<file path="src/rtl/moore_stim_driver_pkg.sv">
// -----------------------------------------------------------------------------
// moore_stim_driver_pkg
// Shared definitions for the Moore FSM stimulus driver:
//   - state_t : 3-bit state encoding of the driver sequencer
//   - clog2   : bit width needed to hold values 0..value-1 (minimum 1)
// -----------------------------------------------------------------------------
package moore_stim_driver_pkg;

   typedef enum logic [2:0] {
      ST_IDLE  = 3'd0,
      ST_PRIME = 3'd1,
      ST_SHIFT = 3'd2,
      ST_DRAIN = 3'd3,
      ST_DONE  = 3'd4
   } state_t;

   // Number of bits needed to represent 0..value-1; never returns less than 1
   // so a degenerate counter still has a legal vector width.
   function automatic int clog2(input int value);
      int bits;
      bits = 0;
      for (int v = value - 1; v > 0; v = v >> 1) begin
         bits++;
      end
      return (bits < 1) ? 1 : bits;
   endfunction

endpackage

</file>
<file path="src/rtl/moore_stim_driver_stim_shift_reg.sv">
// -----------------------------------------------------------------------------
// stim_shift_reg
// Parallel-load, LSB-first serial-out register holding the stimulus pattern.
// Ports:
//   clk    : system clock, rising edge
//   reset  : asynchronous active-high reset, clears the register
//   load   : load din into the register (has priority over shift)
//   shift  : shift the register one place toward bit 0
//   din    : parallel pattern
//   lsb    : current bit 0, i.e. the next bit to be sent
// -----------------------------------------------------------------------------
module stim_shift_reg #(
   parameter int WIDTH = 8
) (
   input  logic             clk,
   input  logic             reset,
   input  logic             load,
   input  logic             shift,
   input  logic [WIDTH-1:0] din,
   output logic             lsb
);

   logic [WIDTH-1:0] sreg;

   always_ff @(posedge clk or posedge reset) begin
      if (reset) begin
         sreg <= '0;
      end else if (load) begin
         sreg <= din;
      end else if (shift) begin
         // zero-fill from the top; the vacated bits are never sent
         sreg <= sreg >> 1;
      end
   end

   assign lsb = sreg[0];

endmodule

</file>
<file path="src/rtl/moore_stim_driver.sv">
// -----------------------------------------------------------------------------
// moore_stim_driver
// Bit-serial stimulus transmitter and response collector for single-input /
// single-output Moore FSMs. A WIDTH-bit pattern accepted on start/ready is
// sent LSB-first on x_out after a one-cycle dut_reset pulse; y_in is sampled
// LAT cycles after each bit and assembled into response.
// Ports:
//   clk       : system clock, rising edge
//   reset     : asynchronous active-high reset
//   start     : run request, accepted only while ready=1
//   pattern   : stimulus word, bit 0 sent first, sampled on the accept edge
//   ready     : high in IDLE only
//   dut_reset : one-cycle reset pulse to the FSM under test
//   x_out     : serial stimulus bit
//   y_in      : FSM under test output
//   response  : collected samples, response[k] answers pattern bit k
//   done      : one-cycle pulse when response is complete
//   busy      : high from PRIME through DONE
// All outputs are registered.
// -----------------------------------------------------------------------------
module moore_stim_driver
   import moore_stim_driver_pkg::*;
#(
   parameter int WIDTH = 8,
   parameter int LAT   = 2
) (
   input  logic             clk,
   input  logic             reset,
   input  logic             start,
   input  logic [WIDTH-1:0] pattern,
   output logic             ready,
   output logic             dut_reset,
   output logic             x_out,
   input  logic             y_in,
   output logic [WIDTH-1:0] response,
   output logic             done,
   output logic             busy
);

   // counter spans the SHIFT and DRAIN phases: 0 .. WIDTH+LAT-1
   localparam int             CW         = clog2(WIDTH + LAT + 1);
   localparam logic [CW-1:0]  LAST_SHIFT = CW'(WIDTH - 1);
   localparam logic [CW-1:0]  LAST_DRAIN = CW'(WIDTH + LAT - 1);
   localparam logic [CW-1:0]  CNT_ONE    = CW'(1);

   state_t           state;
   state_t           state_nx;
   logic [CW-1:0]    cnt;
   logic [CW-1:0]    cnt_nx;
   logic [WIDTH-1:0] response_nx;
   logic             x_nx;
   logic             sr_load;
   logic             sr_shift;
   logic             sr_lsb;
   logic             sample;
   int               ridx;

   stim_shift_reg #(
      .WIDTH (WIDTH)
   ) u_shift (
      .clk   (clk),
      .reset (reset),
      .load  (sr_load),
      .shift (sr_shift),
      .din   (pattern),
      .lsb   (sr_lsb)
   );

   // Next-state, next-output and response-capture logic.
   // x_out is registered, so the bit for cycle c+1 is taken from the shift
   // register at the edge ending cycle c; the shift register therefore always
   // holds the not-yet-driven bits with the next one at bit 0.
   always_comb begin
      state_nx    = state;
      cnt_nx      = cnt;
      response_nx = response;
      x_nx        = 1'b0;
      sr_load     = 1'b0;
      sr_shift    = 1'b0;
      sample      = 1'b0;
      ridx        = int'(cnt) - LAT;

      case (state)
         ST_IDLE: begin
            if (start) begin
               sr_load     = 1'b1;
               response_nx = '0;
               cnt_nx      = '0;
               state_nx    = ST_PRIME;
            end
         end

         ST_PRIME: begin
            x_nx     = sr_lsb;
            sr_shift = 1'b1;
            state_nx = ST_SHIFT;
         end

         ST_SHIFT: begin
            sample = (int'(cnt) >= LAT);
            cnt_nx = cnt + CNT_ONE;
            if (cnt == LAST_SHIFT) begin
               state_nx = (LAT > 0) ? ST_DRAIN : ST_DONE;
            end else begin
               x_nx     = sr_lsb;
               sr_shift = 1'b1;
            end
         end

         ST_DRAIN: begin
            // only the trailing samples remain; x_out already idles at 0
            sample = (int'(cnt) >= LAT);
            cnt_nx = cnt + CNT_ONE;
            if (cnt == LAST_DRAIN) begin
               state_nx = ST_DONE;
            end
         end

         ST_DONE: begin
            state_nx = ST_IDLE;
         end

         default: begin
            state_nx = ST_IDLE;
         end
      endcase

      // the sample taken at the end of cycle c answers the bit sent in c-LAT
      if (sample) begin
         for (int k = 0; k < WIDTH; k++) begin
            if (ridx == k) begin
               response_nx[k] = y_in;
            end
         end
      end
   end

   // State, counter, response and registered outputs. The status outputs are
   // decoded from the next state so they line up with the state they describe.
   always_ff @(posedge clk or posedge reset) begin
      if (reset) begin
         state     <= ST_IDLE;
         cnt       <= '0;
         response  <= '0;
         x_out     <= 1'b0;
         ready     <= 1'b1;
         busy      <= 1'b0;
         done      <= 1'b0;
         dut_reset <= 1'b0;
      end else begin
         state     <= state_nx;
         cnt       <= cnt_nx;
         response  <= response_nx;
         x_out     <= x_nx;
         ready     <= (state_nx == ST_IDLE);
         busy      <= (state_nx != ST_IDLE);
         done      <= (state_nx == ST_DONE);
         dut_reset <= (state_nx == ST_PRIME);
      end
   end

endmodule

</file>
<file path="config.mk">
export PLATFORM = sky130hd
export DESIGN_NAME = moore_stim_driver
export DESIGN_NICKNAME = d
export VERILOG_FILES = /design/src/rtl/moore_stim_driver_pkg.sv /design/src/rtl/moore_stim_driver_stim_shift_reg.sv /design/src/rtl/moore_stim_driver.sv
export SDC_FILE = /design/constraint.sdc
export NUM_CORES = 1
export LEC_CHECK = 0
export ABC_AREA = 1
export CAP_MARGIN = 30
export CORE_MARGIN = 3
export CORE_UTILIZATION = 45
export DETAILED_ROUTE_END_ITERATION = 7
export PLACE_DENSITY = 0.72
export SYNTH_ARGS = -nofsm -noshare
export SYNTH_HDL_FRONTEND = slang
export SYNTH_SLANG_ARGS = --single-unit
</file>
<file path="constraint.sdc">
create_clock -name clk -period 2.2 [get_ports clk]
set_clock_uncertainty 0.15 [all_clocks]
set_input_delay 0.22 -clock clk [delete_from_list [all_inputs] [get_ports clk]]
set_output_delay 0.22 -clock clk [all_outputs]
set_load 0.05 [all_outputs]
</file>
==> results of run 1 <==
area by class of cell:
cell class	instances	area, um^2	area share (%)
sequential	28	702	36.8
inverter	24	90.1	4.72
clock buffer	4	26.3	1.38
timing repair buffer	26	268	14.0
tap	44	55.1	2.89
multi-input combinational	152	766	40.2
power by group through the flow:
stage	clock, mW	sequential [mW]	combinational (mW)
6_report	0.211	0.829	1.63
3_3_place_gp	0	0.839	1.61
5_1_grt	0.251	0.857	1.83
4_1_cts	0.227	0.830	1.64
3_5_place_dp	0	0.840	1.64
2_1_floorplan	0	1.12	0.949
routing by layer:
layer / vias up / share of wire, % / global-route usage [%]
met5: - / 0 / 0
met3: 2 / 3.8 / 2.05
li1: 708 / - / -
met4: 0 / 0.62 / 4.66
met2: 22 / 47 / 27.9
met1: 604 / 48 / 22.1
per-stage QoR:
step                      total power [mW]  worst slack [ns]  area, um^2  std cells  util (%)
after floorplan                       2.07             0.394        1590        208         -
after global placement                2.44             0.297        1880        274      58.6
after detailed placement              2.48             0.228        1880        274      58.6
after CTS                             2.70             0.171        1900        278      59.5
after global routing                  2.93            0.0958        1910        278      59.5
final                                 2.67             0.194        1910        278      59.5
timing repair:
action	in CTS	in global routing
endpoints found under the hold margin	0	0
setup endpoints to repair	0	1
gates resized for setup	0	1
cell usage after synthesis (2+ instances only):
cell     count  share of area, %
inv_1       21               5.0
nand2_1     72                17
inv_2        3              0.71
nor2_4       2               1.4
nand2_4      2               1.4
dfrtp_1     27                43
o21ai_0      5               1.6
nor2_1      15               3.5
nand3_1     28               8.8
ha_1         7               5.5
nor3_1       2              0.63
a21oi_1      2              0.63
nand4_1      5               2.0
nor2_2       3               1.2
buf_6        2               1.4
nand2_2      6               2.4
state kept, by name (all words and copies together), names as in the netlist:
signal,flops
response,8
u_shift.sreg,8
cnt,4
state,3
busy,1
done,1
dut_reset,1
ready,1
x_out,1
logic make-up (layout without fill, tap and decap cells):
group | count (synthesis) | count (layout) | share of synthesized area, %
AO/OA/AOI/OAI | 9 | 9 | 3.79
AND/OR/NAND/NOR | 136 | 136 | 38.8
flip-flops | 28 | 28 | 44.2
buffers and inverters | 28 | 54 | 7.65
adder cells (fa/ha/maj) | 7 | 7 | 5.52
worst max-delay path by stage:
stage                        to  slack (ns)
floorplan           response[6]        0.39
global placement    response[6]        0.30
detailed placement  response[6]        0.23
CTS                       ready        0.17
global route        response[6]         0.1
finish                    ready        0.19
==> summary.md, run 1 <==
| Metric | Value |
|---|---|
| Startpoint types | `flop` |
| Required time worst endpoint | `1.83 ns` |
| Routed len/inst | `11.0 um` |
| Crit-path cells | `clkdlybuf4s50_1` |
| Largest delay share family, worst path | `buffers and inverters` |
| Vias per cell | `4.81` |
| Setup violators final | `0` |
| Comb power frac | `61.1%` |
| WHS | `0.0876 ns` |
| Top Ports | `25` |
| Routed vias | `1336` |
| CP endpoint kind | `output pin` |
| Hold Vio Cnt, Final | `0` |
| CTS tree | `built` |
| Dpl hpwl | `2430 um` |
| Post-Route WL | `3070 um` |
| Critical Path Start | `ready` |
| Post-synth EDFFs | `0` |
| Largest net degree at the start of global routing | `17` |
| Leak pwr | `0.954 nW` |
| Initial antenna violation count | `0` |
| YS warnings | `0` |
| Syn nets | `227` |
| Skew-Pair Late Insertion Delay | `0.32 ns` |
| Crit-path max FO | `1` |
| Global-route wire length before repair | `5540 um` |
| GRT overflow | `0` |
| R2r setup slk | `0.31 ns` |
| Synthesized area | `1590 um^2` |
| Area growth, synth to finish | `20.2%` |
| # Post-CTS Setup Buffers | `0` |
| Core area | `3200 um^2` |
| CP arrival | `1.64 ns` |
| Share of cells above drive strength 1 | `10.3%` |
| Max-Cap Viols | `0` |
| Cell Rows | `20` |
| Die Span Y | `65.4 um` |
| Worst-path clk slew | `0.13 ns` |
| Sink Count | `28` |
| Min-Delay Path Class | `input port to asynchronous set/reset pin` |
| Switching share of power | `51.2%` |
| Starting density of the core | `49.5%` |
| Commonest non-fill, non-tap cells in the layout | `nand2_1, nand3_1, dfrtp_1` |
| Worst-Margin Slew | `0.539 ns` |
| Max Slew Vio Count | `0` |
| Die width | `65.4 um` |
| Slew margin rel. | `64.0%` |
| Mean post-synth cell area | `7.63 um^2` |
| Hold Buf Count CTS | `0` |
| Most common cell after layout, fill and taps aside | `nand2_1` |
| R2R Path End | `response[6]` |
| Asr flop ratio synth | `100%` |
| Part of the power in the clock network | `7.9%` |
| Overall routing resource usage | `16.5%` |
| Initial DRC Count | `80` |
| P_int | `1.30 mW` |
| Critical Path Slowest Stage Cell | `clkdlybuf4s50_1` |
| DRT Pass-1 Iters | `4` |
| Cells after Synth | `208` |
| Sequential area share after synthesis | `44.2%` |
| RSZ-0062 raised after global routing | `false` |
| Buffers on Ports | `24` |
| Outcome | `finished, final reports clean` |
| Synthesized flop and latch total | `28` |
| Htree depth | `1` |
| GP Congestion | `0.878` |
| Period utilisation layout | `91.2%` |
| Post-route ant nets | `0` |
| Number of library cell types mapped by synthesis | `22` |
| Filler cells | `328` |
| DIE AREA | `4270 um^2` |
| Critical path depth | `1` |
| Period minus WS final | `2.01 ns` |
| Pwr per Cell Area | `1400 nW/um^2` |
| Crit-path max cell delay | `0.79 ns` |
| Worst VDD drop | `0.628 mV` |
| NetSw | `1.37 mW` |
| Main synth FF type | `dfrtp_1` |
| Critical Setup Path Class | `flop to output pin` |
| DRC | `0` |
| Vias in the first global route | `1322` |
| Reg2Reg Depth | `10` |
| NumNets Final | `254` |
| R2R Path Start | `cnt[1]` |
| Crit path buffers/inverters | `1` |
| Root buf cell | `clkbuf_4` |
| CTS buffer count | `3` |
| Maximum root-to-sink buffer count | `2` |
| Fmax | `498 MHz` |
| Ant diodes | `0` |
| Sequential share of power | `31.0%` |
| Final setup TNS | `0 ns` |
Note: power is estimated with default switching activity, not from simulation.
==> run 2: changes to the inputs <==
Settings changed: SLEW_MARGIN set to 20.
==> results of run 2 <==
Final layout, timing and power as in run 1 (identical DEF).
